--- config.mk ---
export PLATFORM = sky130hd
export DESIGN_NAME = jump_sequencer
export DESIGN_NICKNAME = d
export VERILOG_FILES = /design/src/rtl/jump_sequencer.sv
export SDC_FILE = /design/constraint.sdc
export NUM_CORES = 1
export LEC_CHECK = 0
export BUFFER_PORTS_ARGS = -buffer_cell sky130_fd_sc_hd__buf_2
export CORE_ASPECT_RATIO = 1.2
export CORE_MARGIN = 4
export CORE_UTILIZATION = 45
export DETAILED_ROUTE_END_ITERATION = 6
export GPL_ROUTABILITY_DRIVEN = 0
export PLACE_DENSITY = 0.75
export SETUP_SLACK_MARGIN = 0.02
export SYNTH_ARGS = -nofsm -noshare
export SYNTH_HDL_FRONTEND = slang
export SYNTH_SLANG_ARGS = --single-unit
--- constraint.sdc ---
create_clock -name clk -period 3.5 [get_ports clk]
set_input_delay 0.525 -clock clk [delete_from_list [all_inputs] [get_ports clk]]
set_output_delay 0.525 -clock clk [all_outputs]
set_load 0.02 [all_outputs]
--- src/rtl/jump_sequencer.sv ---
// Jump/call/return sequencer with a return-address stack; JUMP_SEQ_TAKEN_COUNT_EN adds a taken-op counter.
// Latency: 1 cycle from accept (in_valid & in_ready) to out_valid.
// Backpressure: bundle holds while out_valid & !out_ready; in_ready low then and during flush.
module jump_sequencer #(
    parameter  int REG_ADDR_WIDTH = 4,
    parameter  int PC_WIDTH       = 16,
    parameter  int STACK_DEPTH    = 8,
    localparam int NUM_REGS       = 2**REG_ADDR_WIDTH,
    localparam int INSTR_W        = 4 + 2*REG_ADDR_WIDTH,
    localparam int CNT_W          = $clog2(STACK_DEPTH) + 1
) (
    input  logic                      clk,
    input  logic                      rst_n,
    input  logic                      flush,
    input  logic                      in_valid,
    output logic                      in_ready,
    input  logic [1:0]                in_kind,
    input  logic [INSTR_W-1:0]        instruction,
    input  logic [PC_WIDTH-1:0]       pc,
    input  logic [NUM_REGS-1:0]       zeroflag,
    input  logic [NUM_REGS-1:0]       signflag,
    input  logic [NUM_REGS-1:0]       overflow,
    input  logic [NUM_REGS-1:0]       errorbit,
    output logic                      out_valid,
    input  logic                      out_ready,
    output logic                      pc_increment,
    output logic [3:0]                alu_op,
    output logic [REG_ADDR_WIDTH-1:0] alu_a_select,
    output logic [REG_ADDR_WIDTH-1:0] alu_b_select,
    output logic [REG_ADDR_WIDTH-1:0] alu_out_select,
    output logic [1:0]                alu_load_src,
    output logic [PC_WIDTH-1:0]       out_target,
    output logic [CNT_W-1:0]          stack_count,
    output logic                      stack_overflow,
    output logic                      stack_underflow,
    output logic [15:0]               taken_count
);

    localparam int PTR_W = $clog2(STACK_DEPTH);

    localparam logic [3:0] ALU_LEFT = 4'd0;
    localparam logic [3:0] ALU_IADD = 4'd1;
    localparam logic [1:0] LD_NONE  = 2'b00;
    localparam logic [1:0] LD_ALU   = 2'b01;
    localparam logic [1:0] LD_TGT   = 2'b10;

    typedef enum logic [1:0] {
        KIND_JUMP = 2'b00,
        KIND_CALL = 2'b01,
        KIND_RET  = 2'b10,
        KIND_NOP  = 2'b11
    } kind_e;

    typedef struct packed {
        logic                      pc_increment;
        logic [3:0]                alu_op;
        logic [REG_ADDR_WIDTH-1:0] a_sel;
        logic [REG_ADDR_WIDTH-1:0] b_sel;
        logic [REG_ADDR_WIDTH-1:0] o_sel;
        logic [1:0]                load_src;
        logic [PC_WIDTH-1:0]       target;
    } bundle_t;

    localparam bundle_t BUNDLE_IDLE = '{pc_increment: 1'b1, default: '0};

    logic [1:0]                mode;
    logic [1:0]                cond;
    logic [REG_ADDR_WIDTH-1:0] flag_reg;
    logic [REG_ADDR_WIDTH-1:0] target_reg;
    kind_e                     kind;
    logic                      flag;
    logic                      taken;
    logic                      accept;
    logic                      stack_full;
    logic                      stack_empty;
    logic [PTR_W-1:0]          pop_idx;
    logic [PC_WIDTH-1:0]       ret_addr;
    logic [PC_WIDTH-1:0]       stack_mem [STACK_DEPTH];

    bundle_t bundle_q;
    bundle_t bundle_nxt;
    logic    do_push;
    logic    do_pop;
    logic    set_ovf;
    logic    set_unf;

    assign {mode, cond, flag_reg, target_reg} = instruction;
    assign kind        = kind_e'(in_kind);
    assign in_ready    = !flush && (!out_valid || out_ready);
    assign accept      = in_valid && in_ready;
    assign stack_full  = (stack_count == CNT_W'(STACK_DEPTH));
    assign stack_empty = (stack_count == '0);
    assign ret_addr    = pc + PC_WIDTH'(1);
    // Low bits of a full count are zero, so the subtraction lands on the top entry.
    assign pop_idx     = stack_count[PTR_W-1:0] - PTR_W'(1);

    always_comb begin
        flag = 1'b0;
        unique case (cond)
            2'd0: flag = zeroflag[flag_reg];
            2'd1: flag = signflag[flag_reg];
            2'd2: flag = overflow[flag_reg];
            2'd3: flag = errorbit[flag_reg];
        endcase
    end

    assign taken = flag ^ mode[0];

    always_comb begin
        bundle_nxt = BUNDLE_IDLE;
        do_push    = 1'b0;
        do_pop     = 1'b0;
        set_ovf    = 1'b0;
        set_unf    = 1'b0;
        unique case (kind)
            KIND_JUMP, KIND_CALL: begin
                bundle_nxt.alu_op       = mode[1] ? ALU_IADD : ALU_LEFT;
                bundle_nxt.a_sel        = target_reg;
                bundle_nxt.pc_increment = !taken;
                bundle_nxt.load_src     = taken ? LD_ALU : LD_NONE;
                if (kind == KIND_CALL && taken) begin
                    do_push = !stack_full;
                    set_ovf = stack_full;
                end
            end
            KIND_RET: begin
                if (taken && !stack_empty) begin
                    do_pop                  = 1'b1;
                    bundle_nxt.target       = stack_mem[pop_idx];
                    bundle_nxt.load_src     = LD_TGT;
                    bundle_nxt.pc_increment = 1'b0;
                end else if (taken) begin
                    set_unf = 1'b1;
                end
            end
            KIND_NOP: begin
                bundle_nxt = BUNDLE_IDLE;
            end
        endcase
    end

    always_ff @(posedge clk or negedge rst_n) begin
        if (!rst_n) begin
            out_valid       <= 1'b0;
            bundle_q        <= BUNDLE_IDLE;
            stack_count     <= '0;
            stack_overflow  <= 1'b0;
            stack_underflow <= 1'b0;
        end else if (flush) begin
            out_valid   <= 1'b0;
            stack_count <= '0;
        end else if (accept) begin
            out_valid <= 1'b1;
            bundle_q  <= bundle_nxt;
            if (do_push) stack_count <= stack_count + CNT_W'(1);
            if (do_pop)  stack_count <= stack_count - CNT_W'(1);
            if (set_ovf) stack_overflow <= 1'b1;
            if (set_unf) stack_underflow <= 1'b1;
        end else if (out_ready) begin
            out_valid <= 1'b0;
        end
    end

    // Entries above stack_count are dead, so the storage needs no reset.
    always_ff @(posedge clk) begin
        if (accept && do_push) begin
            stack_mem[stack_count[PTR_W-1:0]] <= ret_addr;
        end
    end

    assign pc_increment   = bundle_q.pc_increment;
    assign alu_op         = bundle_q.alu_op;
    assign alu_a_select   = bundle_q.a_sel;
    assign alu_b_select   = bundle_q.b_sel;
    assign alu_out_select = bundle_q.o_sel;
    assign alu_load_src   = bundle_q.load_src;
    assign out_target     = bundle_q.target;

`ifdef JUMP_SEQ_TAKEN_COUNT_EN
    logic [15:0] taken_cnt_q;

    always_ff @(posedge clk or negedge rst_n) begin
        if (!rst_n) begin
            taken_cnt_q <= '0;
        end else if (flush) begin
            taken_cnt_q <= '0;
        end else if (accept && !bundle_nxt.pc_increment && taken_cnt_q != 16'hFFFF) begin
            taken_cnt_q <= taken_cnt_q + 16'd1;
        end
    end

    assign taken_count = taken_cnt_q;
`else
    assign taken_count = '0;
`endif

endmodule

==> results of run 1 <==
-- stage by stage --
| stage | area [µm²] | utilization | hold slack [ns] | power [W] | std cells |
|---|---|---|---|---|---|
| 6_report | 8940 | 0.552 | 0.183 | 0.00421 | 847 |
| 3_5_place_dp | 8350 | 0.515 | 0.459 | 0.00247 | 815 |
| 3_3_place_gp | 8350 | 0.515 | 0.453 | 0.00246 | 815 |
| 4_1_cts | 8940 | 0.552 | 0.206 | 0.00425 | 847 |
| 5_1_grt | 8940 | 0.552 | 0.238 | 0.00436 | 847 |
| 2_1_floorplan | 7520 | - | 0.229 | 0.00235 | 506 |
-- how the worst max path moves through the flow --
stage	from	endpoint	slack, ns	cells after the start
finish	instruction[4]	stack_mem[0][2]$_DFFE_PP_	0.49	11
detailed placement	instruction[4]	stack_mem[0][1]$_DFFE_PP_	0.11	11
CTS	instruction[4]	stack_mem[0][2]$_DFFE_PP_	0.53	11
floorplan	instruction[4]	stack_mem[3][0]$_DFFE_PP_	-0.22	10
global route	instruction[4]	stack_mem[0][4]$_DFFE_PP_	0.32	11
global placement	instruction[4]	stack_count[2]$_DFFE_PN0P_	0.26	15
-- final cells by class --
cell class / instances / area [µm²]
Inverter: 8 / 30.0
Multi-Input combinational cell: 287 / 2550
Timing Repair Buffer: 149 / 881
Tap cell: 212 / 265
Fill cell: 1263 / 7270
Clock buffer: 25 / 548
Sequential cell: 159 / 4620
Clock inverter: 7 / 45.0
-- registers in the layout, indices dropped and copies added, names as in the netlist --
name / cells
stack_mem: 128
out_target: 16
alu_a_select: 4
stack_count: 4
alu_load_src: 2
alu_op: 1
out_valid: 1
pc_increment: 1
stack_overflow: 1
stack_underflow: 1
-- logic make-up (layout without fill, tap and decap cells) --
family	Yosys count	in the layout	synth area share
buffers and inverters	60	189	0.0518
AO/OA/AOI/OAI	60	60	0.0636
other	1	27	0.000505
XOR/XNOR	16	16	0.0189
AND/OR/NAND/NOR	99	99	0.0698
flip-flops	159	159	0.623
adder cells (fa/ha/maj)	3	3	0.00506
multiplexers	82	82	0.168
-- synthesized netlist by cell type, drive strengths merged --
cell type | number | area share
a32o | 16 | 0.022
ha | 3 | 0.0051
dfrtp | 30 | 0.10
o211ai | 3 | 0.0030
and4 | 2 | 0.0024
buf | 37 | 0.040
a22oi | 12 | 0.012
nor4 | 4 | 0.0034
or3 | 2 | 0.0024
mux2i | 31 | 0.042
o21a | 1 | 0.0020
clkbuf | 15 | 0.0078
o21ai | 10 | 0.0067
o31ai | 4 | 0.0040
nand2b | 9 | 0.0076
a22o | 1 | 0.0012
a21oi | 6 | 0.0046
and3 | 4 | 0.0040
inv | 8 | 0.0040
nor3b | 1 | 0.0010
xnor2 | 12 | 0.014
dfstp | 1 | 0.0035
and2 | 3 | 0.0025
nand2 | 21 | 0.011
nor2b | 9 | 0.0076
o211a | 1 | 0.0013
nor3 | 6 | 0.0040
xor2 | 4 | 0.0047
nand4 | 3 | 0.0025
nand3 | 14 | 0.0094
a211oi | 3 | 0.0030
nor2 | 19 | 0.0099
nand4b | 2 | 0.0024
conb | 1 | 0.00051
mux2 | 19 | 0.029
a31o | 1 | 0.0012
a41o | 2 | 0.0027
edfxtp | 128 | 0.52
mux4 | 32 | 0.097
-- per-layer routing --
metal	up-vias	GRT usage	wire length, µm
met2	264	0.358	9520
met3	25	0.0449	1470
li1	2112	-	-
met1	2294	0.230	6570
met5	-	0	0
met4	0	0.0613	322
-- power groups by stage --
stage | registers (W) | clock network [W] | logic, W
floorplan | 0.00214 | 0 | 0.000217
global placement | 0.00212 | 0 | 0.000339
detailed placement | 0.00212 | 0 | 0.000349
CTS | 0.00208 | 0.00181 | 0.000353
global route | 0.00208 | 0.00190 | 0.000385
finish | 0.00208 | 0.00178 | 0.000352
==> impl_metrics.csv, run 1 <==
group,metric,value,unit
run_status,outcome,"finished with violations",
run_status,failed_checks,"DRC",
timing,drv_slew,0,
yosys,ys_seq_area_frac,0.623,
timing,hold_violations,0,
detailed_routing,antenna_left,0,
grt,grt-ovfl-total,0,
layout,final_common_cell,"buf_2",
timing,min_period_over_period,0.861,
clock_network,cts_resized,0,
detailed_routing,drt_iter0_drc,315,
layout,mostFrequentLayoutCells,"buf_2, edfxtp_1, mux4_2",
floorplan,die_x,125,µm
pwr,p_switching,0.000908,W
critical_path,crit_buf_inv,3,
layout,nets,724,
clock_network,clk_path_buf_depth,2,
detailed_routing,drt-total-wl,17.9,mm
timing,finalSetupTns,0,ns
timing,max_freq,0.332,GHz
detailed_routing,dr.pass1.iters,7,
grt,track_usage,0.196,
detailed_routing,post_drt_wl_per_cell,21.1,µm
grt,grt_max_degree,40,
floorplan,die_h,149,µm
detailed_routing,vias,4695,
layout,antenna_cells,0,
yosys,synth_warnings,0,
placement,hpwl,11.9,mm
floorplan,core,0.0162,mm²
critical_path,crit_slowest_cell,"o21ai_1",
pwr,power_density,471,mW/mm²
clock_network,ctsRootBufferMaster,"clkbuf_16",
detailed_routing,post-route-drc-count,6,
floorplan,ios,158,
pwr,p_int,0.00330,W
clock_network,cts_tree,"done",
pwr,swShare,0.216,
yosys,synth.avg_cell_area,15.5,µm²
clock_network,cts.clk_slew.worst_paths,0.06,ns
floorplan,start_util,0.458,
grt,grt_pass1_vias,4926,
critical_path,rr_worst_depth,10,
critical_path,slowest_delay,0.60,ns
critical_path,reg2reg_slack,0.65,ns
clock_network,postCtsHoldBufs,0,
timing,skew,0.0211,ns
critical_path,path_class,"in2reg",
hold_path,hold_path.class,"in2async",
critical_path,rr_startpoint,"stack_count[1]$_DFFE_PN0P_",
grt,grt_pass1_wl,27.8,mm
critical_path,worstPathMaxFanout,26,
timing,min_period,3.01,ns
critical_path,crit_chain,"buf_2 -> buf_12 -> mux2i_1 -> a22oi_1 -> nand3_1 -> o31ai_1 -> or3_1 -> and3_4 -> o21ai_1 -> nor2_1 -> buf_4",
pwr,share_seq_of_total_power,0.494,
timing,slew_headroom,0.475,
run,cap_violations,0,
timing,rsz0062_at_grt,"no",
layout,area_delta_synth_final,20.5,%
clock_network,numCtsBuffers,17,
yosys,syn_area,0.00742,mm²
pwr,p_clk_frac,0.422,
placement,dp_slack,0.114,ns
detailed_routing,via_per_inst,5.54,
critical_path,startpoint_type,"primary input",
pwr,combPwrFrac,0.084,
pwr,irDropWorstVdd,0.000365,V
yosys,ys_seq_elements,159,
yosys,synth_cell_type_count,48,
timing,worst_pin_slew,0.787,ns
floorplan,num_rows,51,
placement,portBuffers,130,
timing,setup_viol,0,
timing,setup_slack,0.485,ns
critical_path,reg2reg_to,"stack_count[3]$_DFFE_PN0P_",
floorplan,dieArea,0.0186,mm²
critical_path,crit_required,3.64,ns
critical_path,critPathArrivalTime,3.15,ns
pwr,p_leak,3.47,nW
clock_network,h-tree-depth,4,
clock_network,cts_sinks,159,
layout,drive_gt1_frac,0.384,
clock_network,clk_latency,0.42,ns
yosys,netlist_instances,480,
clock_network,cts_setup_buffers,0,
critical_path,worstSetupEndpointType,"flip-flop",
critical_path,cp_top_family,"simple AND/OR/NAND/NOR gates",
grt,antenna_found_initial,0,
(Power assumes the default switching activity.)
==> run 2, diff against run 1 <==
Settings changed: BUFFER_PORTS_ARGS -buffer_cell sky130_fd_sc_hd__buf_2 to -buffer_cell sky130_fd_sc_hd__buf_4.
==> run 2 against run 1 <==
  * The run now ends clean
  * Maximum frequency is 0.66% lower
  * Largest power group unchanged
  * Sequential cell count stayed put
  * Via count increased by 0.19%
  * Register-to-register slack worse by 0.03 ns
  * Hold slack got worse by 0.12 ns
  * First-iteration DRC count shrank 26%
  * Clock skew fell by 0.012 ns
  * Count of clock-buffer cells in the layout fell by 4
  * Global-route usage fell by 0.42 points
  * Combinational power up 11%
  * Clock power fell by 3%
==> impl_metrics.csv, run 2 (synthesis results as in run 1) <==
group,metric,value,unit
detailed_routing,met3WireLength,1.31,mm
detailed_routing,drt-total-wl,17.6,mm
grt,track_usage,0.192,
layout,nets,724,
timing,skew,0.00947,ns
detailed_routing,dr.pass1.iters,5,
critical_path,cp_top_family,"simple AND/OR/NAND/NOR gates",
clock_network,cts_setup_buffers,0,
layout,regArea,0.00462,mm²
layout,fin_area,0.00916,mm²
detailed_routing,vias,4704,
floorplan,ios,158,
floorplan,dieArea,0.0186,mm²
placement,hpwl,12.2,mm
grt,grt_pass1_vias,5136,
detailed_routing,post-route-drc-count,0,
layout,multi_input_area,0.00255,mm²
floorplan,core,0.0162,mm²
critical_path,crit_chain,"buf_4 -> mux2i_1 -> a22oi_1 -> nand4b_1 -> o31ai_1 -> or3_1 -> and3_4 -> o21ai_0 -> xnor2_1 -> ha_1 -> nor2_1 -> mux2_2 -> o211ai_1 -> mux2i_1",
layout,largest_register_ffs,128,
timing,slew_headroom,0.521,
critical_path,path_class,"in2reg",
clock_network,numCtsBuffers,17,
clock_network,clk_latency,0.41,ns
grt,antenna_found_initial,0,
critical_path,rr_startpoint,"stack_count[1]$_DFFE_PN0P_",
clock_network,postCtsHoldBufs,0,
pwr,power_density,458,mW/mm²
grt,grt-ovfl-total,0,
critical_path,slowest_delay,0.41,ns
critical_path,crit_required,3.84,ns
clock_network,h-tree-depth,4,
layout,drive_gt1_frac,0.384,
detailed_routing,wirelength_met1,6.53,mm
detailed_routing,antenna_left,0,
critical_path,worstSetupEndpointType,"flip-flop",
timing,hold_violations,0,
placement,portBuffers,130,
detailed_routing,top_layer,"met4",
layout,final_common_cell,"buf_4",
hold_path,hold_path.class,"in2async",
layout,area_delta_synth_final,23.4,%
critical_path,crit_buf_inv,1,
timing,min_period,3.03,ns
detailed_routing,drt_iter0_drc,233,
pwr,p_leak,3.51,nW
floorplan,num_rows,51,
timing,setup_viol,0,
placement,dp_slack,0.0663,ns
floorplan,die_h,149,µm
layout,mostFrequentLayoutCells,"buf_4, edfxtp_1, mux4_2",
timing,rsz0062_at_grt,"no",
clock_network,cts_sinks,159,
clock_network,cts_resized,0,
timing,max_freq,0.330,GHz
layout,antenna_cells,0,
timing,min_period_over_period,0.867,
layout,fillers,1271,
grt,grt_pass1_wl,27.7,mm
clock_network,cts_tree,"done",
clock_network,ctsRootBufferMaster,"clkbuf_16",
clock_network,clk_path_buf_depth,2,
critical_path,worstPathMaxFanout,35,
critical_path,crit_slowest_cell,"buf_4",
timing,setup_slack,0.465,ns
detailed_routing,post_drt_wl_per_cell,20.8,µm
placement,place_area,0.00860,mm²
floorplan,start_util,0.458,
timing,drv_slew,0,
clock_network,cts.clk_slew.worst_paths,0.06,ns
pwr,irDropWorstVdd,0.000324,V
detailed_routing,via_per_inst,5.55,
run_status,outcome,"finished, final reports clean",
timing,worst_pin_slew,0.718,ns
layout,fin_util,0.565,
critical_path,startpoint_type,"primary input",
critical_path,critPathArrivalTime,3.37,ns
grt,grt_max_degree,40,
run,cap_violations,0,
critical_path,crit_start,"instruction[4]",
critical_path,cpMostUsedCell,"mux2i_1",
floorplan,die_x,125,µm
pwr,power,0.00419,W
detailed_routing,met2WireLength,9.37,mm
-- run 2: cell count changes in the layout (fill, tap and decap cells not counted), sizes merged --
cell	before	now
bufinv	0	1
clkinv	5	6
clkbuf	25	21
inv	10	9
clkinvlp	0	3
-- run 2: cell type report --
class,instances,share of cell area
multi-input combinational,287,0.278
tap,212,0.0290
inverter,8,0.00328
sequential,159,0.505
timing repair buffer,149,0.124
clock inverter,11,0.00984
clock buffer,21,0.0514
-- run 2: final timing paths --
check	end	slack [ns]	depth (start not counted)
hold reg to reg	stack_underflow$_DFFE_PN0P_	0.47	1
setup / recovery	stack_count[2]$_DFFE_PN0P_	0.47	14
setup reg to reg	stack_count[2]$_DFFE_PN0P_	0.62	12
hold / removal	alu_a_select[2]$_DFFE_PN0P_	0.06	1
max in group asynchronous	stack_count[0]$_DFFE_PN0P_	3.10	1
min in group clk	stack_count[1]$_DFFE_PN0P_	0.32	2
-- run 2: through the flow --
stage / instances / hold WS (ns) / TNS, ns
after floorplan: 506 / 0.229 / -20.93
after global placement: 815 / 0.461 / 0
after detailed placement: 815 / 0.466 / 0
after CTS: 847 / 0.0653 / 0
after global routing: 847 / 0.0791 / 0
final: 847 / 0.0620 / 0
-- run 2: worst reg2reg max path: stages, from the launching register on --
cell      delay [ns]
dfrtp_1         0.51
inv_1           0.12
ha_1            0.26
nor2b_1         0.18
nor2b_1         0.18
nor3b_2         0.39
o21ai_0         0.19
xnor2_1         0.18
ha_1            0.19
nor2_1          0.05
mux2_2          0.26
o211ai_1        0.10
mux2i_1         0.20
-- run 2: power by group --
part           total, W  leakage, nW  internal, W  switching, W
sequential      0.00208         1.57      0.00207    0.00000861
clock           0.00172        0.272      0.00103      0.000696
combinational  0.000390         1.67     0.000174      0.000216
-- run 2: layer usage --
metal | GRT usage | up-vias
met4 | 0.0672 | 0
met5 | 0 | -
met3 | 0.0496 | 27
met1 | 0.219 | 2345
li1 | - | 2113
met2 | 0.349 | 219
==> run 3, diff against run 2 <==
Clock period 3.5 ns to 3.22 ns, I/O delays scaled along.
==> run 3 against run 2 <==
  * Clock power grew 11%
  * Hold slack got worse by 0.060 ns
  * Sequential cell count stayed put
==> impl_metrics.csv, run 3 (synthesis results as in run 1) <==
group,metric,value,unit
run_status,outcome,"finished, final reports clean",
pwr,power_density,495,mW/mm²
timing,drv_slew,0,
clock_network,cts.clk_slew.worst_paths,0.07,ns
clock_network,clk_latency,0.42,ns
detailed_routing,drt-total-wl,17.4,mm
clock_network,cts_tree,"done",
timing,rsz0062_at_grt,"no",
timing,min_period,2.96,ns
placement,hpwl,11.6,mm
floorplan,die_h,149,µm
detailed_routing,post-route-drc-count,0,
floorplan,start_util,0.458,
grt,grt-ovfl-total,0,
timing,hold_violations,0,
floorplan,num_rows,51,
floorplan,dieArea,0.0186,mm²
clock_network,postCtsHoldBufs,0,
critical_path,path_class,"in2reg",
timing,max_freq,0.337,GHz
grt,track_usage,0.193,
timing,skew,0.0131,ns
clock_network,cts_resized,0,
critical_path,startpoint_type,"primary input",
detailed_routing,via_per_inst,5.44,
grt,grt_max_degree,40,
grt,antenna_found_initial,0,
timing,min_period_over_period,0.921,
pwr,swShare,0.220,
critical_path,crit_required,3.33,ns
clock_network,ctsRootBufferMaster,"clkbuf_16",
placement,portBuffers,130,
layout,fillers,1271,
placement,dp_slack,-0.170,ns
timing,worst_pin_slew,0.748,ns
hold_path,hold_path.class,"in2async",
pwr,combPwrFrac,0.093,
pwr,p_clk_frac,0.415,
pwr,p_leak,3.54,nW
clock_network,cts_sinks,159,
detailed_routing,vias,4620,
layout,nets,726,
detailed_routing,post_drt_wl_per_cell,20.5,µm
timing,setup_slack,0.256,ns
clock_network,h-tree-depth,4,
timing,setup_viol,0,
detailed_routing,antenna_left,0,
layout,largest_register_ffs,128,
clock_network,cts_setup_buffers,0,
clock_network,numCtsBuffers,17,
floorplan,ios,158,
run,cap_violations,0,
layout,antenna_cells,0,
clock_network,clk_path_buf_depth,2,
detailed_routing,dr.pass1.iters,5,
critical_path,worstSetupEndpointType,"flip-flop",
layout,mostFrequentLayoutCells,"buf_4, edfxtp_1, mux4_2",
floorplan,die_x,125,µm
critical_path,critPathArrivalTime,3.07,ns
pwr,p_int,0.00358,W
layout,drive_gt1_frac,0.385,
critical_path,worstPathMaxFanout,33,
placement,place_area,0.00870,mm²
layout,area_delta_synth_final,24.9,%
pwr,p_switching,0.00101,W
layout,final_common_cell,"buf_4",
floorplan,core,0.0162,mm²
pwr,share_seq_of_total_power,0.492,
pwr,irDropWorstVdd,0.000582,V
layout,fin_area,0.00927,mm²
timing,slew_headroom,0.498,
grt,grt_pass1_wl,27.1,mm
detailed_routing,drt_iter0_drc,250,
grt,grt_pass1_vias,4823,
[run 3: worst paths after layout]
check / from / cells after the start / slack [ns] / end
max: instruction[4] / 11 / 0.26 / stack_mem[7][10]$_DFFE_PP_
min: rst_n / 1 / 0.002 / alu_op[0]$_DFFE_PN0P_
max reg2reg: stack_count[0]$_DFFE_PN0P_ / 10 / 0.63 / stack_count[3]$_DFFE_PN0P_
min reg2reg: stack_underflow$_DFFE_PN0P_ / 1 / 0.47 / stack_underflow$_DFFE_PN0P_
max in group asynchronous: rst_n / 1 / 2.85 / stack_count[0]$_DFFE_PN0P_
min in group clk: flush / 2 / 0.28 / out_valid$_DFFE_PN0P_
[run 3: critical path, stage by stage]
cell,delay [ns]
buf_4,0.39
mux2i_1,0.27
a22oi_1,0.10
nand3_1,0.15
o31ai_1,0.11
or3_1,0.40
a21oi_2,0.16
buf_4,0.16
o21ai_1,0.26
nor3_2,0.33
buf_12,0.21
[run 3: area by class of cell]
| class | instances | area [µm²] | area share |
|---|---|---|---|
| flip-flops and latches | 159 | 4620 | 0.499 |
| well taps | 212 | 265 | 0.0286 |
| multi-input cells | 287 | 2550 | 0.275 |
| repair buffers | 151 | 1230 | 0.133 |
| inverters | 8 | 30.0 | 0.00324 |
| clock buffers | 18 | 429 | 0.0463 |
| clock inverters | 14 | 143 | 0.0154 |
[run 3: power by group through the flow]
stage | Sequential [W] | Clock (W) | Combinational, W
2_1_floorplan | 0.00232 | 0 | 0.000237
3_3_place_gp | 0.00230 | 0 | 0.000416
3_5_place_dp | 0.00230 | 0 | 0.000426
4_1_cts | 0.00226 | 0.00194 | 0.000429
5_1_grt | 0.00226 | 0.00204 | 0.000460
6_report | 0.00226 | 0.00191 | 0.000425
[run 3: per-stage QoR]
stage | hold slack, ns | instances | total power, W | utilization | TNS (ns)
5_1_grt | 0.0372 | 849 | 0.00476 | 0.572 | 0
4_1_cts | 0.0217 | 849 | 0.00463 | 0.572 | 0
3_3_place_gp | 0.456 | 817 | 0.00272 | 0.537 | -3.29
2_1_floorplan | 0.187 | 506 | 0.00256 | - | -6.30
3_5_place_dp | 0.469 | 817 | 0.00273 | 0.537 | -15.56
6_report | 0.00219 | 849 | 0.00459 | 0.572 | 0
[run 3: metal layers]
| metal | global-route usage | share of wire |
|---|---|---|
| met1 | 0.225 | 0.37 |
| met2 | 0.350 | 0.55 |
| met3 | 0.0514 | 0.068 |
| met4 | 0.0531 | 0.0075 |
| met5 | 0 | 0 |
